**src/rtl/ctrl_seq.sv**
```systemverilog
// Control sequencer: fetches a 9-bit IIIXXXYYY instruction from din and steps T0..T3 to drive the bus mux select, register loads and ALU op.
// Latency: mv/mvi/NOP (and mvnz) finish 2 cycles after run is sampled, add/sub finish 4 cycles after; outputs are combinational from state/IR.
// Backpressure: none; run is only honoured in T0 and is ignored (not queued) while an instruction is in flight.
//
// Ports:
//   clk, rst        clock, asynchronous active-high reset
//   run, din        start request and instruction/immediate word
//   g_zero          G register is zero (only consulted when CTRL_MVNZ_EN is defined)
//   ctrlVar         bus mux select: 0-7 = R0-R7, SEL_DIN = din, SEL_G = G, SEL_NONE = idle
//   r_in            one-hot register-file load enables R0..R7
//   a_in, g_in      A / G register loads
//   addsub          ALU op (0 add, 1 sub)
//   ir_in           IR capture strobe
//   done            last cycle of an instruction
//
// Build option: define CTRL_MVNZ_EN to decode opcode 100 as mvnz Rx,Ry; otherwise it is a NOP.
module ctrl_seq #(
    parameter logic [3:0] SEL_DIN  = 4'd8,
    parameter logic [3:0] SEL_G    = 4'd9,
    parameter logic [3:0] SEL_NONE = 4'd15
) (
    input  logic       clk,
    input  logic       rst,
    input  logic       run,
    input  logic [8:0] din,
    input  logic       g_zero,
    output logic [3:0] ctrlVar,
    output logic [7:0] r_in,
    output logic       a_in,
    output logic       g_in,
    output logic       addsub,
    output logic       ir_in,
    output logic       done
);

    localparam logic [1:0] T0 = 2'd0;
    localparam logic [1:0] T1 = 2'd1;
    localparam logic [1:0] T2 = 2'd2;
    localparam logic [1:0] T3 = 2'd3;

    localparam logic [2:0] OP_MV   = 3'b000;
    localparam logic [2:0] OP_MVI  = 3'b001;
    localparam logic [2:0] OP_ADD  = 3'b010;
    localparam logic [2:0] OP_SUB  = 3'b011;
    localparam logic [2:0] OP_MVNZ = 3'b100;

    logic [1:0] state_q, state_d;
    logic [8:0] ir_q, ir_d;

    logic [2:0] op_iii;
    logic [2:0] reg_x;
    logic [2:0] reg_y;
    logic [7:0] x_hot;

    assign op_iii = ir_q[8:6];
    assign reg_x  = ir_q[5:3];
    assign reg_y  = ir_q[2:0];
    // Single shifted bit guarantees r_in is one-hot or zero by construction.
    assign x_hot  = 8'b0000_0001 << reg_x;

`ifndef CTRL_MVNZ_EN
    // g_zero has no consumer when mvnz is not built in.
    logic unused_g_zero;
    assign unused_g_zero = g_zero;
`endif

    always_ff @(posedge clk or posedge rst) begin
        if (rst) begin
            state_q <= T0;
            ir_q    <= 9'd0;
        end else begin
            state_q <= state_d;
            ir_q    <= ir_d;
        end
    end

    always_comb begin
        state_d = state_q;
        ir_d    = ir_q;
        ctrlVar = SEL_NONE;
        r_in    = 8'd0;
        a_in    = 1'b0;
        g_in    = 1'b0;
        addsub  = 1'b0;
        ir_in   = 1'b0;
        done    = 1'b0;

        case (state_q)
            T0: begin
                // Gated with rst so the strobe reads idle while reset is held.
                ir_in = run & ~rst;
                if (run) begin
                    ir_d    = din;
                    state_d = T1;
                end
            end
            T1: begin
                case (op_iii)
                    OP_MV: begin
                        ctrlVar = {1'b0, reg_y};
                        r_in    = x_hot;
                        done    = 1'b1;
                        state_d = T0;
                    end
                    OP_MVI: begin
                        ctrlVar = SEL_DIN;
                        r_in    = x_hot;
                        done    = 1'b1;
                        state_d = T0;
                    end
                    OP_ADD, OP_SUB: begin
                        ctrlVar = {1'b0, reg_x};
                        a_in    = 1'b1;
                        state_d = T2;
                    end
`ifdef CTRL_MVNZ_EN
                    OP_MVNZ: begin
                        ctrlVar = {1'b0, reg_y};
                        r_in    = g_zero ? 8'd0 : x_hot;
                        done    = 1'b1;
                        state_d = T0;
                    end
`endif
                    default: begin
                        // Unused opcodes retire as a one-cycle NOP.
                        done    = 1'b1;
                        state_d = T0;
                    end
                endcase
            end
            T2: begin
                ctrlVar = {1'b0, reg_y};
                g_in    = 1'b1;
                addsub  = op_iii[0];
                state_d = T3;
            end
            T3: begin
                ctrlVar = SEL_G;
                r_in    = x_hot;
                done    = 1'b1;
                state_d = T0;
            end
            default: begin
                state_d = T0;
            end
        endcase
    end

endmodule
```
**config.mk**
```make
export PLATFORM = sky130hd
export DESIGN_NAME = ctrl_seq
export DESIGN_NICKNAME = d
export VERILOG_FILES = /design/src/rtl/ctrl_seq.sv
export SDC_FILE = /design/constraint.sdc
export NUM_CORES = 1
export LEC_CHECK = 0
export CORE_MARGIN = 3
export CORE_UTILIZATION = 24
export DETAILED_ROUTE_END_ITERATION = 8
export GPL_ROUTABILITY_DRIVEN = 0
export PLACE_DENSITY = 0.57
export SLEW_MARGIN = 20
export SYNTH_ARGS = -nofsm -noshare
export SYNTH_HDL_FRONTEND = slang
export SYNTH_SLANG_ARGS = --single-unit
```
**constraint.sdc**
```tcl
create_clock -name clk -period 3.8 [get_ports clk]
set_input_delay 0.57 -clock clk [delete_from_list [all_inputs] [get_ports clk]]
set_output_delay 0.57 -clock clk [all_outputs]
set_load 0.05 [all_outputs]
```
==> run_results.csv <==
group,metric,value,unit
run_status,status,"finished, final reports clean",
global_route,track_usage,0.103,
timing,fmax,0.346,GHz
cts,hold_buffers,0,
setup_path,worst_setup_path_start_kind,"flip-flop",
yosys,yosysWarnings,0,
timing,setup_viol_count_final,0,
finish,antenna_cells,0,
timing,timing.final.hold_violations,0,
detailed_routing,dr_wl_met3,105,um
timing,clock_skew,0.000394,ns
timing,slew_violations,0,
finish,syn_to_final_growth,47.2,%
setup_path,slowest_delay,0.84,ns
pwr,power.share.switching,0.494,
yosys,synth_largest_area_cell,"dfrtp_1",
yosys,netlist.area_leader.share,0.409,
setup_path,crit_arrival,2.32,ns
pwr,irDropWorstVdd,455,uV
cts,clk_transition_reported_paths,0.07,ns
timing,layout_min_cycle_time,2.89,ns
detailed_routing,drt_iter0_drc,20,
yosys,synth_top_family_by_area,"simple AND/OR/NAND/NOR gates",
yosys,seq_area_frac_synth,0.409,
setup_path,required,3.23,ns
setup_path,cp_max_fo,10,
pwr,power_frac_comb,0.606,
yosys,yosys.cell_count.top_type,"nor2_1",
yosys,async_reset_ff_frac,1.00,
floorplanning,die-area,0.00348,mm2
pwr,p_leak,0.415,nW
floorplanning,initial_core_util,0.262,
pwr,clockPowerShare,0.090,
floorplanning,rows,18,
yosys,synthMuxAreaShare,0.173,
yosys,ys_top_cells_by_area,"dfrtp_1 (41%), mux2_4 (16%), nor2_1 (6.7%), buf_6 (5.0%), nand2b_1 (3.7%)",
setup_path,slowest_stage,"clkdlybuf4s50_1",
setup_path,crit_type,"reg2out",
detailed_routing,wl_per_cell,12.2,um
finish,fin_nets,110,
detailed_routing,via_per_inst,4.52,
floorplanning,die_x,59.0,um
cts,cts_tree,"built",
yosys,avgSynthCellArea,10.2,um2
run,max-cap-violations,0,
timing,maxSlewHeadroom,0.663,
yosys,synthAdderAreaFrac,0,
setup_path,end_kind,"output port",
pwr,power_switching,0.431,mW
pwr,p_seq_frac,0.304,
detailed_routing,drt_first_pass_iters,4,
floorplanning,ios,30,
pwr,p_int,0.442,mW
yosys,syn_nets,79,
cts,h-tree-depth,1,
hold_path,hold_path.class,"reg2reg",
yosys,synth_compound_area_frac,0.123,
global_route,antenna_found_initial,0,
detailed_routing,via_count,570,
floorplanning,core_area,0.00257,mm2
detailed_routing,m1WireLength,720,um
setup_path,crit_buf_inv,1,
yosys,synth_area,673,um2
timing,rsz0062_at_grt,"false",
pwr,power.density,882,mW/mm2
cts,cts_buffers,3,
yosys,synthCells,66,
detailed_routing,wl_met2,703,um
yosys,synth-simple-area-share,0.223,
yosys,synth_cell_types,24,
setup_path,critical_path.top_delay_family,"buffers and inverters",
detailed_routing,ant_nets,0,
placement,port_buffers,28,
placement,hpwl,1.19,mm
floorplanning,fp.dieH,59.0,um
cts,postCtsSetupBuffers,0,
detailed_routing,drc_errors,0,
cts,cts_buffer_depth,2,
yosys,ys_seq_elements,11,
cts,ctsResizeCount,0,
global_route,grt_pass1_wl,2.71,mm
timing,holdWs,0.529,ns
timing,period_share,0.760,
cts,cts_root_buf,"clkbuf_4",
finish,drive_above_1_share,0.188,
detailed_routing,wl,1.54,mm
yosys,synth_common_cells,"nor2_1 (12), dfrtp_1 (11), mux2_4 (7)",
yosys,synth_ff_type,"dfrtp_1",
global_route,grt_pass1_vias,572,
yosys,synth-xor-area-share,0,
global_route,grt_remaining_overflow,0,
cts,clkLatencyLatePin,0.26,ns
timing,worst_pin_slew,0.503,ns
yosys,synth-edff-count,0,
detailed_routing,top_layer,"met4",
setup_path,worstPathCellList,"o41ai_1 -> nand2_1 -> o21ai_0 -> clkdlybuf4s50_1",
timing,finalSetupTns,0,ns
global_route,grt_max_degree,13,
cts,clock_sinks,11,
[routing by layer]
| layer | global-route usage | vias to the layer above |
|---|---|---|
| met2 | 0.145 | 23 |
| li1 | - | 287 |
| met5 | 0 | - |
| met4 | 0.0485 | 0 |
| met1 | 0.146 | 258 |
| met3 | 0.0263 | 2 |
[per-stage QoR]
step	cell area, um2	power [mW]	worst slack, ns	util	std cells
after floorplan	673	0.664	1.28	-	66
after global placement	965	0.791	0.989	0.376	122
after detailed placement	965	0.799	0.990	0.376	122
after CTS	991	0.883	0.964	0.386	126
after global routing	991	0.940	0.724	0.386	126
final	991	0.874	0.914	0.386	126
[flip-flops by register name, indices dropped and copies added (netlist names), named ones only]
register  cells
ir_q          9
state_q       1
[worst register-to-register path: stages, from the launching register on]
cell and delay [ns]:
dfrtp_1 0.51, nor3b_4 0.24, buf_4 0.23, mux2_2 0.35
[placed cells by master (no fill, tap or decap), drive strengths merged, types with 2 or more instances in the layout]
master	count
dfrtp	11
nor3	2
clkdlybuf4s50	28
nand2b	4
and2	2
mux2	8
inv	2
a21oi	2
o21ai	4
nand2	4
buf	2
nor2	12
o211ai	2
clkbuf	4
[cells by family after synthesis]
logic type	count (synthesis)
buffers and inverters	6
multiplexers	8
AND/OR/NAND/NOR	28
AO/OA/AOI/OAI	13
flip-flops	11
[power by group through the flow]
stage / sequential (mW) / combinational [mW] / clock, mW
after detailed placement: 0.268 / 0.531 / 0
final: 0.266 / 0.530 / 0.0782
after global routing: 0.282 / 0.570 / 0.0885
after CTS: 0.265 / 0.534 / 0.0833
after global placement: 0.264 / 0.527 / 0
after floorplan: 0.215 / 0.450 / 0
[layout make-up]
type	count	area, um2
fill	275	1580
multi-input combinational	49	349
timing repair buffer	30	295
sequential	11	275
tap	30	37.5
clock buffer	4	26.3
inverter	2	7.51
[final timing paths]
| check | startpoint | slack (ns) | to | depth (start not counted) |
|---|---|---|---|---|
| worst max register to register | state_q[0] | 2.36 | ir_q[8] | 3 |
| worst min register to register | ir_q[1] | 0.53 | ir_q[1] | 1 |
| worst max-delay path | ir_q[7] | 0.91 | ctrlVar[1] | 4 |
| max in group asynchronous | rst | 3.07 | ir_q[7] | 3 |
| min in group asynchronous | rst | 0.58 | ir_q[2] | 3 |
| worst min-delay path | ir_q[1] | 0.53 | ir_q[1] | 1 |
No activity file was read; power rests on OpenSTA's default activity.
